**src/rtl/pcs_receive.sv**
```systemverilog
// Purpose: 1000BASE-X PCS receive: 8b/10b decode with running-disparity check plus receive FSM driving GMII RX.
// Latency: all outputs registered; a code-group presented before edge N is reflected after edge N.
// Backpressure: none; exactly one code-group is consumed on every GTX_CLK edge.
module pcs_receive (
  input  logic       GTX_CLK,
  input  logic       mr_main_reset,
  input  logic [9:0] rx_code_group,
  input  logic       sync_status,
  output logic [7:0] RXD,
  output logic       RX_DV,
  output logic       RX_ER,
  output logic       receiving
);

  typedef enum logic [2:0] {
    LINK_FAILED, WAIT_FOR_K, RX_K, IDLE_D, RECEIVE, END_T, TRR
  } state_t;

  state_t     state, state_nxt;
  logic       rd, rd_nxt;            // running disparity, 1 = positive
  logic [7:0] rxd_nxt;
  logic       dv_nxt, er_nxt, rcv_nxt;

  // sub-block split: abcdei in the upper six bits, fghj in the lower four
  logic [5:0] six;
  logic [3:0] four;
  assign six  = rx_code_group[9:4];
  assign four = rx_code_group[3:0];

  // 5b/6b lookup: value plus which RD column(s) the pattern belongs to
  logic [4:0] x5;
  logic       ok6_n, ok6_p;
  always_comb begin
    x5 = 5'd0; ok6_n = 1'b0; ok6_p = 1'b0;
    case (six)
      6'b100111: begin x5 = 5'd0;  ok6_n = 1'b1; end
      6'b011000: begin x5 = 5'd0;  ok6_p = 1'b1; end
      6'b011101: begin x5 = 5'd1;  ok6_n = 1'b1; end
      6'b100010: begin x5 = 5'd1;  ok6_p = 1'b1; end
      6'b101101: begin x5 = 5'd2;  ok6_n = 1'b1; end
      6'b010010: begin x5 = 5'd2;  ok6_p = 1'b1; end
      6'b110001: begin x5 = 5'd3;  ok6_n = 1'b1; ok6_p = 1'b1; end
      6'b110101: begin x5 = 5'd4;  ok6_n = 1'b1; end
      6'b001010: begin x5 = 5'd4;  ok6_p = 1'b1; end
      6'b101001: begin x5 = 5'd5;  ok6_n = 1'b1; ok6_p = 1'b1; end
      6'b011001: begin x5 = 5'd6;  ok6_n = 1'b1; ok6_p = 1'b1; end
      6'b111000: begin x5 = 5'd7;  ok6_n = 1'b1; end
      6'b000111: begin x5 = 5'd7;  ok6_p = 1'b1; end
      6'b111001: begin x5 = 5'd8;  ok6_n = 1'b1; end
      6'b000110: begin x5 = 5'd8;  ok6_p = 1'b1; end
      6'b100101: begin x5 = 5'd9;  ok6_n = 1'b1; ok6_p = 1'b1; end
      6'b010101: begin x5 = 5'd10; ok6_n = 1'b1; ok6_p = 1'b1; end
      6'b110100: begin x5 = 5'd11; ok6_n = 1'b1; ok6_p = 1'b1; end
      6'b001101: begin x5 = 5'd12; ok6_n = 1'b1; ok6_p = 1'b1; end
      6'b101100: begin x5 = 5'd13; ok6_n = 1'b1; ok6_p = 1'b1; end
      6'b011100: begin x5 = 5'd14; ok6_n = 1'b1; ok6_p = 1'b1; end
      6'b010111: begin x5 = 5'd15; ok6_n = 1'b1; end
      6'b101000: begin x5 = 5'd15; ok6_p = 1'b1; end
      6'b011011: begin x5 = 5'd16; ok6_n = 1'b1; end
      6'b100100: begin x5 = 5'd16; ok6_p = 1'b1; end
      6'b100011: begin x5 = 5'd17; ok6_n = 1'b1; ok6_p = 1'b1; end
      6'b010011: begin x5 = 5'd18; ok6_n = 1'b1; ok6_p = 1'b1; end
      6'b110010: begin x5 = 5'd19; ok6_n = 1'b1; ok6_p = 1'b1; end
      6'b001011: begin x5 = 5'd20; ok6_n = 1'b1; ok6_p = 1'b1; end
      6'b101010: begin x5 = 5'd21; ok6_n = 1'b1; ok6_p = 1'b1; end
      6'b011010: begin x5 = 5'd22; ok6_n = 1'b1; ok6_p = 1'b1; end
      6'b111010: begin x5 = 5'd23; ok6_n = 1'b1; end
      6'b000101: begin x5 = 5'd23; ok6_p = 1'b1; end
      6'b110011: begin x5 = 5'd24; ok6_n = 1'b1; end
      6'b001100: begin x5 = 5'd24; ok6_p = 1'b1; end
      6'b100110: begin x5 = 5'd25; ok6_n = 1'b1; ok6_p = 1'b1; end
      6'b010110: begin x5 = 5'd26; ok6_n = 1'b1; ok6_p = 1'b1; end
      6'b110110: begin x5 = 5'd27; ok6_n = 1'b1; end
      6'b001001: begin x5 = 5'd27; ok6_p = 1'b1; end
      6'b001110: begin x5 = 5'd28; ok6_n = 1'b1; ok6_p = 1'b1; end
      6'b101110: begin x5 = 5'd29; ok6_n = 1'b1; end
      6'b010001: begin x5 = 5'd29; ok6_p = 1'b1; end
      6'b011110: begin x5 = 5'd30; ok6_n = 1'b1; end
      6'b100001: begin x5 = 5'd30; ok6_p = 1'b1; end
      6'b101011: begin x5 = 5'd31; ok6_n = 1'b1; end
      6'b010100: begin x5 = 5'd31; ok6_p = 1'b1; end
      default:   begin x5 = 5'd0;  end
    endcase
  end

  // 3b/4b lookup against the disparity left by the 6b block; A7 flags the alternate x.7 form
  logic [2:0] y3;
  logic       ok4_n, ok4_p, is_a7;
  always_comb begin
    y3 = 3'd0; ok4_n = 1'b0; ok4_p = 1'b0; is_a7 = 1'b0;
    case (four)
      4'b1011: begin y3 = 3'd0; ok4_n = 1'b1; end
      4'b0100: begin y3 = 3'd0; ok4_p = 1'b1; end
      4'b1001: begin y3 = 3'd1; ok4_n = 1'b1; ok4_p = 1'b1; end
      4'b0101: begin y3 = 3'd2; ok4_n = 1'b1; ok4_p = 1'b1; end
      4'b1100: begin y3 = 3'd3; ok4_n = 1'b1; end
      4'b0011: begin y3 = 3'd3; ok4_p = 1'b1; end
      4'b1101: begin y3 = 3'd4; ok4_n = 1'b1; end
      4'b0010: begin y3 = 3'd4; ok4_p = 1'b1; end
      4'b1010: begin y3 = 3'd5; ok4_n = 1'b1; ok4_p = 1'b1; end
      4'b0110: begin y3 = 3'd6; ok4_n = 1'b1; ok4_p = 1'b1; end
      4'b1110: begin y3 = 3'd7; ok4_n = 1'b1; end
      4'b0001: begin y3 = 3'd7; ok4_p = 1'b1; end
      4'b0111: begin y3 = 3'd7; ok4_n = 1'b1; is_a7 = 1'b1; end
      4'b1000: begin y3 = 3'd7; ok4_p = 1'b1; is_a7 = 1'b1; end
      default: begin y3 = 3'd0; end
    endcase
  end

  // disparity bookkeeping and validity of the group as a data octet
  logic [2:0] ones6, ones4;
  logic [3:0] ones10;
  logic       rd_mid, rd_end, a7_needed, d_valid;
  logic [7:0] d_octet;
  assign ones6     = 3'($countones(six));
  assign ones4     = 3'($countones(four));
  assign ones10    = 4'($countones(rx_code_group));
  assign rd_mid    = (ones6 == 3'd4) ? 1'b1 : (ones6 == 3'd2) ? 1'b0 : rd;
  assign rd_end    = (ones4 == 3'd3) ? 1'b1 : (ones4 == 3'd1) ? 1'b0 : rd_mid;
  assign a7_needed = rd_mid ? (x5 == 5'd11 || x5 == 5'd13 || x5 == 5'd14)
                            : (x5 == 5'd17 || x5 == 5'd18 || x5 == 5'd20);
  assign d_valid   = (rd ? ok6_p : ok6_n) && (rd_mid ? ok4_p : ok4_n) &&
                     ((y3 != 3'd7) || (is_a7 == a7_needed));
  assign d_octet   = {y3, x5};

  // every K group's RD+ form is the complement of its RD- form, so fold to RD- and compare
  logic [9:0] code_n;
  logic       is_k28_5, is_s, is_t, is_r, is_v, is_k_other, k_valid, grp_valid, rd_after;
  assign code_n     = rd ? ~rx_code_group : rx_code_group;
  assign is_k28_5   = (code_n == 10'h0FA);
  assign is_s       = (code_n == 10'h368);
  assign is_t       = (code_n == 10'h2E8);
  assign is_r       = (code_n == 10'h3A8);
  assign is_v       = (code_n == 10'h1E8);
  assign is_k_other = (code_n == 10'h0F4) || (code_n == 10'h0F9) || (code_n == 10'h0F5) ||
                      (code_n == 10'h0F3) || (code_n == 10'h0F2) || (code_n == 10'h0F6) ||
                      (code_n == 10'h0F8);
  assign k_valid    = is_k28_5 | is_s | is_t | is_r | is_v | is_k_other;
  assign grp_valid  = k_valid | d_valid;
  // an invalid group re-seeds RD from its own bit balance
  assign rd_after   = grp_valid ? rd_end : (ones10 > 4'd5);

  // next-state and registered-output selection from the current group and state
  always_comb begin
    state_nxt = state;
    rxd_nxt   = 8'h00;
    dv_nxt    = 1'b0;
    er_nxt    = 1'b0;
    rcv_nxt   = 1'b0;
    rd_nxt    = (state == LINK_FAILED) ? 1'b0 : rd_after;
    if (!sync_status) begin
      state_nxt = LINK_FAILED;
      rd_nxt    = 1'b0;
      er_nxt    = (state == RECEIVE);
    end else begin
      case (state)
        LINK_FAILED: state_nxt = WAIT_FOR_K;
        WAIT_FOR_K:  if (is_k28_5) state_nxt = RX_K;
        RX_K: begin
          if (d_valid && (d_octet == 8'h50 || d_octet == 8'hC5)) state_nxt = IDLE_D;
          else                                                  state_nxt = WAIT_FOR_K;
        end
        IDLE_D: begin
          if (is_k28_5) state_nxt = RX_K;
          else if (is_s) begin
            state_nxt = RECEIVE;
            rxd_nxt   = 8'h55;
            dv_nxt    = 1'b1;
            rcv_nxt   = 1'b1;
          end else state_nxt = WAIT_FOR_K;
        end
        RECEIVE: begin
          if (d_valid) begin
            rxd_nxt = d_octet;
            dv_nxt  = 1'b1;
            rcv_nxt = 1'b1;
          end else if (is_t) begin
            state_nxt = END_T;
            rcv_nxt   = 1'b1;
          end else if (is_k28_5) begin
            state_nxt = RX_K;
            er_nxt    = 1'b1;
          end else begin
            dv_nxt  = 1'b1;
            er_nxt  = 1'b1;
            rcv_nxt = 1'b1;
          end
        end
        END_T: begin
          if (is_r) state_nxt = TRR;
          else begin
            state_nxt = WAIT_FOR_K;
            er_nxt    = 1'b1;
          end
        end
        TRR: begin
          if (is_r)          state_nxt = TRR;
          else if (is_k28_5) state_nxt = RX_K;
          else               state_nxt = WAIT_FOR_K;
        end
        default: state_nxt = LINK_FAILED;
      endcase
    end
  end

  // state, disparity and GMII outputs; reset silences everything including RX_ER
  always_ff @(posedge GTX_CLK) begin
    if (!mr_main_reset) begin
      state     <= LINK_FAILED;
      rd        <= 1'b0;
      RXD       <= 8'h00;
      RX_DV     <= 1'b0;
      RX_ER     <= 1'b0;
      receiving <= 1'b0;
    end else begin
      state     <= state_nxt;
      rd        <= rd_nxt;
      RXD       <= rxd_nxt;
      RX_DV     <= dv_nxt;
      RX_ER     <= er_nxt;
      receiving <= rcv_nxt;
    end
  end

endmodule

```
**config.mk**
```make
export PLATFORM = sky130hd
export DESIGN_NAME = pcs_receive
export DESIGN_NICKNAME = d
export VERILOG_FILES = /design/src/rtl/pcs_receive.sv
export SDC_FILE = /design/constraint.sdc
export NUM_CORES = 1
export LEC_CHECK = 0
export BUFFER_PORTS_ARGS = -buffer_cell sky130_fd_sc_hd__buf_2
export CORE_UTILIZATION = 40
export DETAILED_ROUTE_END_ITERATION = 16
export PLACE_DENSITY = 0.66
export SYNTH_ARGS = -nofsm -noshare
export SYNTH_HDL_FRONTEND = slang
export SYNTH_SLANG_ARGS = --single-unit
```
**constraint.sdc**
```tcl
create_clock -name GTX_CLK -period 4.2 [get_ports GTX_CLK]
set_input_delay 0.21 -clock GTX_CLK [delete_from_list [all_inputs] [get_ports GTX_CLK]]
set_output_delay 0.21 -clock GTX_CLK [all_outputs]
set_load 0.01 [all_outputs]
```
==> results of run 1 <==
worst paths after layout:
kind              endpoint        startpoint  cells past startpoint
hold / removal       RX_ER       sync_status                      3
setup / recovery        rd  rx_code_group[4]                     13
setup reg to reg  state[0]                rd                      9
hold reg to reg     RXD[6]          state[2]                      2
metrics by stage:
| step | setup WS (ps) | power [mW] | utilization | std cells | hold WS, ps |
|---|---|---|---|---|---|
| 2_1_floorplan | 660.0 | 0.3509 | - | 364 | 434.9 |
| 3_3_place_gp | 354.6 | 0.4051 | 0.4362 | 437 | 566.9 |
| 3_5_place_dp | 234.2 | 0.4081 | 0.4362 | 437 | 576.7 |
| 4_1_cts | 493.6 | 0.5253 | 0.4436 | 441 | 313.4 |
| 5_1_grt | 234.3 | 0.5678 | 0.4436 | 441 | 315.5 |
| 6_report | 461.5 | 0.5254 | 0.4436 | 441 | 318.1 |
cell usage after synthesis (5+ instances only):
cell type / number
nand2_1: 43
a21oi_1: 30
o21ai_0: 26
nor2_1: 24
ha_1: 22
clkbuf_1: 15
dfxtp_1: 15
inv_1: 15
nor3_1: 15
nand3_1: 12
o22ai_1: 11
nand2b_1: 9
buf_2: 7
nor2b_1: 7
mux2i_1: 6
nand4_1: 6
a22oi_1: 5
buf_6: 5
fa_1: 5
nor4_1: 5
per-layer routing:
layer / up-vias / wire (um) / share of wire
met3: 4 / 429 / 0.062
met1: 1236 / 3207 / 0.47
li1: 1334 / - / -
met4: 0 / 25 / 0.0036
met5: - / 0 / 0
met2: 105 / 3222 / 0.47
final cells by class:
| class | instances | area [um2] |
|---|---|---|
| Inverter | 15 | 56.30 |
| Sequential cell | 15 | 300.3 |
| Multi-Input combinational cell | 306 | 2056 |
| Clock buffer | 4 | 45.04 |
| Tap cell | 75 | 93.84 |
| Timing Repair Buffer | 26 | 137.6 |
| Fill cell | 655 | 3372 |
flip-flops by register name, indices dropped and copies added (netlist names):
register,count
RXD,8
RX_DV,1
RX_ER,1
rd,1
receiving,1
state,3
power breakdown:
part,internal [mW],switching [mW],leakage [nW],total (mW)
Combinational,0.100,0.162,0.936,0.262
Sequential,0.143,0.00416,0.121,0.148
Clock,0.0671,0.0489,0.0228,0.116
Total,0.311,0.215,1.08,0.525
logic make-up after synthesis:
| logic type | count (synthesis) |
|---|---|
| AND/OR/NAND/NOR | 156 |
| AO/OA/AOI/OAI | 109 |
| buffers and inverters | 43 |
| adder cells (fa/ha/maj) | 27 |
| flip-flops | 15 |
| multiplexers | 8 |
| XOR/XNOR | 6 |
worst max-delay path: stages:
cell	delay (ps)
buf_2	150
fa_1	500
ha_1	200
ha_1	320
fa_1	410
xor2_1	210
a21oi_1	90
o21ai_0	420
or3_1	210
a211oi_2	50
or4b_4	570
a31oi_1	200
mux2_1	330
==> results.rst, run 1 <==
.. list-table::
   :header-rows: 1

   * - Metric
     - Value
   * - Final Net Count
     - 407
   * - Number of H-tree branching levels
     - 1
   * - Total routed wirelength
     - 6884 um
   * - Post-Synth Adder-Cell Area
     - 0.1462
   * - Vias in the first global route
     - 2,369
   * - Die outline height
     - 82.12 um
   * - Critical Path Sink Type
     - register
   * - Met1 usage in global routing
     - 0.3042
   * - Violation count after the first detailed-routing iteration
     - 274
   * - Max_slew headroom
     - 0.6224
   * - Number of clock sinks
     - 15
   * - DIE WIDTH
     - 82.12 um
   * - Number of enable-type register cells in the synthesized netlist
     - 0
   * - WL per Instance
     - 15.61 um
   * - Final hold violation count
     - 0
   * - Count of state elements after synthesis
     - 15
   * - Post-synth top area share
     - 0.1170
   * - Quantity of I/O buffers inserted on ports
     - 23
   * - Root buf cell
     - clkbuf_8
   * - Gp weighted congestion
     - 0.9130
   * - Leakage power
     - 1.080 nW
   * - Post-CTS setup buffer count
     - 0
   * - Cts-stage hold buffer count
     - 0
   * - Startpoint-to-endpoint class of the critical path
     - input port to register
   * - Number of placement rows
     - 28
   * - Overall via count from detail_route
     - 2,679
   * - Pin count of the biggest net entering global routing
     - 30
   * - Outcome
     - finished, final reports clean
   * - Synthesized area divided by synthesized cell count
     - 7.053 um2
   * - Global-route wire length before repair
     - 11,470 um
   * - Path class of the lowest-slack min-delay path
     - input port to register
   * - Power density over the cells
     - 195.4 nW/um2
   * - Share of synthesized flip-flops with an asynchronous set or reset
     - 0
   * - Number of diodes added for antenna fixing
     - 0
   * - Number of max-cap violations
     - 0
   * - Yosys top cell by area
     - dfxtp_1
   * - Most common cell after layout, fill and taps aside
     - nand2_1
   * - Post-Route Setup TNS
     - 0 ps
   * - Share of synthesized area occupied by flip-flops and latches
     - 0.1170
   * - Final cycle utilization of the critical path
     - 0.8901
   * - Synthesized Nets
     - 404
   * - Yosys warns
     - 0
   * - Maximum clock path buffer count
     - 2
   * - Worst skew pair latency
     - 240 ps
   * - Initial antenna violation count
     - 0
   * - Unrepaired setup endpoints after global routing
     - false
   * - Dominant combinational cell family by area after synthesis
     - simple AND/OR/NAND/NOR gates
   * - Top fanout value on the critical path
     - 7
   * - Worst-margin pin slew
     - 563.1 ps
   * - Clk slew on worst S/H paths
     - 60 ps
   * - Data required, critical path
     - 4330 ps
   * - Routing usage on met3
     - 0.02198
   * - Number of instances resized during post-cts repair
     - 0
   * - Via-per-instance ratio
     - 6.075
   * - DP Area
     - 2644 um2
   * - Area added between synthesis and finish
     - 4.727%
   * - Remaining design rule violation count
     - 0
   * - Arrival time reported for the critical path endpoint
     - 3870 ps
   * - Setup violators final
     - 0
   * - Antenna Nets Post-Route
     - 0
   * - Clock buffers created by TritonCTS
     - 3
   * - GR met2 Demand/Resource
     - 0.3562
   * - Simple-Gate Fraction of Synth Area
     - 0.3348
   * - Clock Skews
     - 3.670 ps
   * - DR pass1 iterations
     - 5
   * - Post-synthesis share of cell area spent on xor and xnor gates
     - 0.02047
   * - Effective utilization at floorplan
     - 0.4236
   * - Max-slew violations
     - 0
   * - Cell area after synthesis
     - 2567 um2
   * - Yosys cell types
     - 66
   * - Mux share of post-synthesis cell area
     - 0.03216
   * - CTS tree
     - done
   * - Kind of launch point of the worst setup path
     - input port
   * - Synthesized netlist cell count
     - 364
   * - Top-Level Pins
     - 24
   * - Share of final-layout standard cells stronger than drive strength 1
     - 0.1175
   * - Area enclosed by the die boundary
     - 6743 um2
   * - R2R setup slack
     - 1540 ps
   * - DP HPWL
     - 5095 um
   * - GR Util All Layers
     - 0.2139
   * - Final critical delay including setup and external delays
     - 3738 ps
   * - Commonest cells after routing, fill and taps aside
     - 43 x nand2_1, 30 x a21oi_1, 26 x o21ai_0
   * - Dominant register cell in the synthesized netlist
     - dfxtp_1
   * - Highest attainable clock frequency
     - 0.2675 GHz
   * - IR Drop Worst-Case VDD
     - 0.1149 mV
   * - Finished Cell Area
     - 2689 um2
   * - Std-Cell Core Area
     - 6061 um2
   * - Overflow left after global routing
     - 0
   * - GR peak layer
     - met2
   * - Leading cell types by total area after synthesis
     - dfxtp_1 12%, ha_1 11%, nand2_1 6.3%
   * - Compound-gate portion of the synthesized area
     - 0.2671
No activity file was read; power rests on OpenSTA's default activity.
==> inputs of run 2 (changes only) <==
--- a/config.mk
+++ b/config.mk
@@ -6,9 +6,9 @@
 export NUM_CORES = 1
 export LEC_CHECK = 0
 export BUFFER_PORTS_ARGS = -buffer_cell sky130_fd_sc_hd__buf_2
-export CORE_UTILIZATION = 40
+export CORE_UTILIZATION = 45
 export DETAILED_ROUTE_END_ITERATION = 16
-export PLACE_DENSITY = 0.66
+export PLACE_DENSITY = 0.71
 export SYNTH_ARGS = -nofsm -noshare
 export SYNTH_HDL_FRONTEND = slang
 export SYNTH_SLANG_ARGS = --single-unit
==> constraint.sdc (replaced) <==
create_clock -name GTX_CLK -period 4.26 [get_ports GTX_CLK]
set_input_delay 0.213 -clock GTX_CLK [delete_from_list [all_inputs] [get_ports GTX_CLK]]
set_output_delay 0.213 -clock GTX_CLK [all_outputs]
set_load 0.01 [all_outputs]
==> run 2 against run 1 <==
Effect of this change: design area fell by 0.37%; critical path depth unchanged; register-to-register slack better by 40 ps; clock power about the same; routed wire length is 3.8% lower; flip-flop and latch count stayed put; first-iteration DRC count up 34%; setup slack better by 22 ps; sequential power barely moved; critical endpoint unchanged.
==> results.rst, run 2 (synthesis gave the netlist of run 1 again) <==
.. list-table::
   :header-rows: 1

   * - Metric
     - Value
   * - Outcome
     - finished, final reports clean
   * - Overall via count from detail_route
     - 2,706 (+1.0%)
   * - Biggest registers after layout
     - RXD: 8 flops, state: 3 flops
   * - Area added between synthesis and finish
     - 4.337%
   * - WL per Instance
     - 15.15 um (-2.9%)
   * - Antenna Nets Post-Route
     - 0 (unchanged)
   * - Via-per-instance ratio
     - 6.192 (+1.9%)
   * - Most common cell after layout, fill and taps aside
     - nand2_1
   * - Cts-stage hold buffer count
     - 0 (unchanged)
   * - Global-route wire length before repair
     - 11,250 um (-1.9%)
   * - Clock buffers created by TritonCTS
     - 3 (unchanged)
   * - Number of placement rows
     - 27 (-3.6%)
   * - Effective utilization at floorplan
     - 0.4663 (+0.04264)
   * - Top-Level Pins
     - 24 (unchanged)
   * - Number of max-cap violations
     - 0 (unchanged)
   * - Highest attainable clock frequency
     - 0.2648 GHz
   * - Clock Skews
     - 1.406 ps (-2.264 ps)
   * - Max-slew violations
     - 0 (unchanged)
   * - Std-Cell Core Area
     - 5507 um2 (-9.1%)
   * - Final hold violation count
     - 0 (unchanged)
   * - Clk slew on worst S/H paths
     - 60 ps (about the same)
   * - Worst-margin pin slew
     - 610.8 ps (+47.73 ps)
   * - Arrival time reported for the critical path endpoint
     - 3910 ps (+40 ps)
   * - GR Util All Layers
     - 0.2238 (+0.009831)
   * - Area enclosed by the die boundary
     - 6012 um2 (-11%)
   * - Data required, critical path
     - 4400 ps (+70 ps)
   * - Vias in the first global route
     - 2,381 (+0.51%)
   * - Path class of the lowest-slack min-delay path
     - input port to register
   * - DIE WIDTH
     - 77.54 um (-5.6%)
   * - Number of clock sinks
     - 15 (unchanged)
   * - Overflow left after global routing
     - 0 (unchanged)
   * - Remaining design rule violation count
     - 0 (unchanged)
   * - Area used by multi-input combinational logic
     - 2056 um2 (unchanged)
   * - Critical Path Sink Type
     - register
   * - Max_slew headroom
     - 0.5885 (-0.03386)
   * - Startpoint-to-endpoint class of the critical path
     - input port to register
   * - CTS tree
     - done
   * - Max FFs per register
     - 8 (unchanged)
   * - Final critical delay including setup and external delays
     - 3777 ps
   * - DP Area
     - 2633 um2 (-0.43%)
   * - Sequential cell area in the final layout
     - 300.3 um2 (unchanged)
   * - Leakage power
     - 1.077 nW (-0.24%)
   * - Post-CTS setup buffer count
     - 0 (unchanged)
   * - Die outline height
     - 77.54 um (-5.6%)
   * - DR pass1 iterations
     - 6 (+1)
   * - Violation count after the first detailed-routing iteration
     - 366 (+34%)
   * - Initial antenna violation count
     - 0 (unchanged)
   * - Number of instances resized during post-cts repair
     - 0 (unchanged)
   * - Filler cell count
     - 569 (-13%)
   * - Total routed wirelength
     - 6621 um (-3.8%)
   * - Maximum clock path buffer count
     - 2 (unchanged)
   * - Quantity of I/O buffers inserted on ports
     - 23 (unchanged)
   * - IR Drop Worst-Case VDD
     - 0.1082 mV (-5.8%)
   * - Finished Cell Area
     - 2679 um2 (-0.37%)
   * - Kind of launch point of the worst setup path
     - input port
   * - Number of H-tree branching levels
     - 1 (unchanged)
   * - Commonest cells after routing, fill and taps aside
     - 43 x nand2_1, 30 x a21oi_1, 26 x o21ai_0
   * - Root buf cell
     - clkbuf_8
   * - Setup violators final
     - 0 (unchanged)
   * - Number of diodes added for antenna fixing
     - 0 (unchanged)
   * - Post-Route Setup TNS
     - 0 ps (unchanged)
   * - DP HPWL
     - 4938 um (-3.1%)
   * - Final Net Count
     - 406 (-0.25%)
   * - Share of final-layout standard cells stronger than drive strength 1
     - 0.1178 (+0.0003219)
   * - Unrepaired setup endpoints after global routing
     - false
   * - Pin count of the biggest net entering global routing
     - 30 (unchanged)
   * - Top fanout value on the critical path
     - 7 (unchanged)
   * - Power density over the cells
     - 191.9 nW/um2 (-1.8%)
   * - Worst skew pair latency
     - 250 ps (about the same)
   * - Gp weighted congestion
     - 0.9518 (+4.2%)
   * - Final cycle utilization of the critical path
     - 0.8865
   * - Top reg by flops
     - RXD
run 2: changes by cell type in the layout (fill, tap and decap cells not counted), sizes merged:
| cell | before | now |
|---|---|---|
| clkbuf | 4 | 3 |
| clkinv | 0 | 1 |
| buf | 26 | 25 |
run 2: critical path, cell delays in order:
cell	delay, ps
buf_2	140
fa_1	480
ha_1	190
ha_1	320
fa_1	410
xor2_1	190
a21oi_1	80
o21ai_0	520
or3_1	220
a211oi_2	40
or4b_4	570
a31oi_1	200
mux2_1	330
run 2: final timing paths:
check                                      start      to  slack, ps  depth (start not counted)
worst min-delay path                 sync_status   RX_ER        320                          3
worst max-delay path            rx_code_group[4]      rd        480                         13
worst max register to register                rd      rd       1580                          7
worst min register to register          state[2]  RXD[6]        630                          2
run 2: power by group:
| part | switching (mW) | total, mW | internal [mW] |
|---|---|---|---|
| clock | 0.0509 | 0.116 | 0.0648 |
| sequential | 0.00411 | 0.145 | 0.141 |
| combinational | 0.156 | 0.253 | 0.0968 |
run 2: area by class of cell:
| cell class | count | area share |
|---|---|---|
| sequential | 15 | 0.1121 |
| multi-input combinational | 306 | 0.7674 |
| clock inverter | 1 | 0.001868 |
| inverter | 15 | 0.02102 |
| timing repair buffer | 25 | 0.04858 |
| clock buffer | 3 | 0.01541 |
| tap | 72 | 0.03363 |
run 2: per-stage QoR:
step           utilization  hold slack [ps]  power, mW  instances  setup slack (ps)
2_1_floorplan            -            437.9     0.3459        364             717.0
3_3_place_gp        0.4781            569.2     0.3934        433             297.0
3_5_place_dp        0.4781            583.6     0.3988        433             232.0
4_1_cts             0.4865            315.6     0.5173        437             482.8
5_1_grt             0.4865            338.6     0.5563        437             226.0
6_report            0.4865            319.7     0.5142        437             483.4
run 2: layer usage:
metal,up-vias,share of wire,global-route usage
met5,-,0,0
met4,0,0.017,0.06415
met3,15,0.051,0.02000
met2,102,0.46,0.3735
met1,1258,0.47,0.3046
li1,1331,-,-
==> inputs of run 3 (changes only) <==
--- a/config.mk
+++ b/config.mk
@@ -6,9 +6,12 @@
 export NUM_CORES = 1
 export LEC_CHECK = 0
 export BUFFER_PORTS_ARGS = -buffer_cell sky130_fd_sc_hd__buf_2
-export CORE_UTILIZATION = 45
+export CELL_PAD_IN_SITES_DETAIL_PLACEMENT = 0
+export CELL_PAD_IN_SITES_GLOBAL_PLACEMENT = 1
+export CORE_UTILIZATION = 44
 export DETAILED_ROUTE_END_ITERATION = 16
-export PLACE_DENSITY = 0.71
+export PLACE_DENSITY = 0.89
+export RECOVER_POWER = 100
 export SYNTH_ARGS = -nofsm -noshare
 export SYNTH_HDL_FRONTEND = slang
 export SYNTH_SLANG_ARGS = --single-unit
==> run 3 against run 2 <==
Effect of this change: setup slack got worse by 160 ps; non-clock buffer count unchanged; critical endpoint unchanged; first-iteration DRC count decreased by 24%; design area decreased by 0.93%; global-route usage decreased by 0.20 points; clock-buffer cell count unchanged; critical path type unchanged.
==> results.rst, run 3 (synthesis gave the netlist of run 1 again) <==
.. list-table::
   :header-rows: 1

   * - Metric
     - Value
   * - Setup violators final
     - 0 (unchanged)
   * - Number of H-tree branching levels
     - 1 (unchanged)
   * - Number of instances on the worst hold path
     - 3 (unchanged)
   * - Via-per-instance ratio
     - 6.073 (-1.9%)
   * - Final Net Count
     - 406 (unchanged)
   * - WL per Instance
     - 15.34 um (+1.2%)
   * - Power density over the cells
     - 191.3 nW/um2 (-0.33%)
   * - Effective utilization at floorplan
     - 0.4606 (-0.005652)
   * - Reg-to-reg endpoint
     - rd
   * - Max FFs per register
     - 8 (unchanged)
   * - Initial antenna violation count
     - 0 (unchanged)
   * - Worst-margin pin slew
     - 659.1 ps (+48.25 ps)
   * - Finished Cell Area
     - 2654 um2 (-0.93%)
   * - Post-CTS setup buffer count
     - 0 (unchanged)
   * - Destination of the worst hold path
     - RX_ER
   * - Final hold violation count
     - 0 (unchanged)
   * - Clock buffers created by TritonCTS
     - 3 (unchanged)
   * - DP HPWL
     - 4945 um (+0.13%)
   * - Top fanout value on the critical path
     - 7 (unchanged)
   * - Startpoint of the most critical register-to-register path
     - rd
   * - Final critical delay including setup and external delays
     - 3941 ps (+164.1 ps)
   * - Violation count after the first detailed-routing iteration
     - 277 (-24%)
   * - Cts-stage hold buffer count
     - 0 (unchanged)
   * - Startpoint-to-endpoint class of the critical path
     - input port to register
   * - Final cycle utilization of the critical path
     - 0.9250 (+0.03851)
   * - Commonest cells after routing, fill and taps aside
     - 43 x nand2_1, 30 x a21oi_1, 28 x o21ai_0
   * - Path class of the lowest-slack min-delay path
     - input port to register
   * - Unrepaired setup endpoints after global routing
     - false
   * - Worst Hold Launch
     - sync_status
   * - Gp weighted congestion
     - 0.9031 (-5.1%)
   * - Kind of launch point of the worst setup path
     - input port
   * - Highest attainable clock frequency
     - 0.2538 GHz (-4.2%)
   * - Total routed wirelength
     - 6703 um (+1.2%)
   * - Number of diodes added for antenna fixing
     - 0 (unchanged)
   * - DP Area
     - 2633 um2 (unchanged)
   * - Quantity of I/O buffers inserted on ports
     - 23 (unchanged)
   * - Number of placement rows
     - 27 (unchanged)
   * - Worst skew pair latency
     - 240 ps (about the same)
   * - Area added between synthesis and finish
     - 3.363%
   * - DR pass1 iterations
     - 5 (-1)
   * - Vias in the first global route
     - 2,406 (+1.0%)
   * - Root buf cell
     - clkbuf_8
   * - Final worst hold slack
     - 328.8 ps (+9.039 ps)
   * - CP Cell Sequence
     - clkbuf_1, fa_1, ha_1, ha_1, fa_1, xor2_1, a21oi_1, o21ai_0, or3_1, a211oi_1, or4b_4, a31oi_1, mux2_1
   * - Number of clock sinks
     - 15 (unchanged)
   * - Leakage power
     - 1.025 nW (-4.8%)
   * - Number of max-cap violations
     - 0 (unchanged)
   * - Clk slew on worst S/H paths
     - 60 ps (about the same)
   * - Outcome
     - finished, final reports clean
   * - Post-Route Setup TNS
     - 0 ps (unchanged)
   * - Clock Skews
     - 2.096 ps (+0.6903 ps)
   * - Area enclosed by the die boundary
     - 6145 um2 (+2.2%)
   * - CTS tree
     - done
   * - Die outline height
     - 78.39 um (+1.1%)
   * - Delay of the slowest cell on the worst path
     - 580 ps (about the same)
   * - DIE WIDTH
     - 78.39 um (+1.1%)
   * - Max_slew headroom
     - 0.5560 (-0.03250)
   * - Top-Level Pins
     - 24 (unchanged)
   * - Share of final-layout standard cells stronger than drive strength 1
     - 0.07945 (-0.03836)
   * - Std-Cell Core Area
     - 5574 um2 (+1.2%)
   * - Remaining design rule violation count
     - 0 (unchanged)
   * - Arrival time reported for the critical path endpoint
     - 4070 ps (+160 ps)
   * - Global-route wire length before repair
     - 11,250 um (unchanged)
   * - Top reg by flops
     - RXD
   * - Critical Path Sink Type
     - register
   * - Pin count of the biggest net entering global routing
     - 30 (unchanged)
   * - Depth of the worst register-to-register path
     - 7 (unchanged)
   * - Biggest registers after layout
     - RXD: 8 flops, state: 3 flops
   * - Overflow left after global routing
     - 0 (unchanged)
   * - Overall via count from detail_route
     - 2,654 (-1.9%)
   * - Max-slew violations
     - 0 (unchanged)
   * - Data required, critical path
     - 4390 ps (about the same)
   * - Slowest CP cell
     - or4b_4
   * - Number of instances resized during post-cts repair
     - 0 (unchanged)
   * - Antenna Nets Post-Route
     - 0 (unchanged)
   * - Maximum clock path buffer count
     - 2 (unchanged)
   * - R2R setup slack
     - 1490 ps (-90 ps)
   * - GR Util All Layers
     - 0.2217 (-0.002039)
   * - Most common cell after layout, fill and taps aside
     - nand2_1
   * - IR Drop Worst-Case VDD
     - 0.1079 mV (-0.29%)
-- run 3: changes by cell type in the layout (fill, tap and decap cells not counted), sizes merged --
cell	before	now
buf	25	13
clkbuf	3	15
-- run 3: final cells by class --
type / instances / area, um2
multi-input combinational: 306 / 2046
fill: 594 / 2920
clock buffer: 3 / 41.29
clock inverter: 1 / 5.005
inverter: 15 / 56.30
tap: 72 / 90.09
sequential: 15 / 300.3
timing repair buffer: 25 / 115.1
-- run 3: critical path, delay by kind of cell --
family / cells / cell delay, ps
AOI/OAI and AO/OA: 4 / 890
buffers and inverters: 1 / 260
and+or+nand+nor: 2 / 790
muxes: 1 / 340
adders and majority gates: 4 / 1370
xor gates and xnor gates: 1 / 200
-- run 3: power breakdown --
| group | total [mW] | internal, mW | switching [mW] |
|---|---|---|---|
| Combinational | 0.250 | 0.0950 | 0.155 |
| Clock | 0.112 | 0.0646 | 0.0472 |
| Sequential | 0.146 | 0.141 | 0.00422 |
| Total | 0.508 | 0.301 | 0.207 |
-- run 3: worst max path at each step --
| stage | to | from | slack (ps) |
|---|---|---|---|
| after floorplan | rd | rx_code_group[4] | 720 |
| after global placement | rd | rx_code_group[4] | 290 |
| after detailed placement | rd | rx_code_group[4] | 190 |
| after CTS | rd | rx_code_group[4] | 410 |
| after global routing | RXD[0] | rx_code_group[4] | 160 |
| final | rd | rx_code_group[4] | 320 |
-- run 3: per-layer routing --
layer | share of wire | global-route usage
met1 | 0.47 | 0.3152
met2 | 0.46 | 0.3623
met3 | 0.055 | 0.02209
met4 | 0.0084 | 0.04259
met5 | 0 | 0
-- run 3: through the flow --
stage | instances | util | power [mW] | setup slack [ps]
detailed placement | 433 | 0.4723 | 0.3977 | 191.3
global placement | 433 | 0.4723 | 0.3947 | 288.4
CTS | 437 | 0.4806 | 0.5113 | 414.5
floorplan | 364 | - | 0.3459 | 717.0
global route | 437 | 0.4761 | 0.5485 | 162.0
finish | 437 | 0.4761 | 0.5077 | 319.4
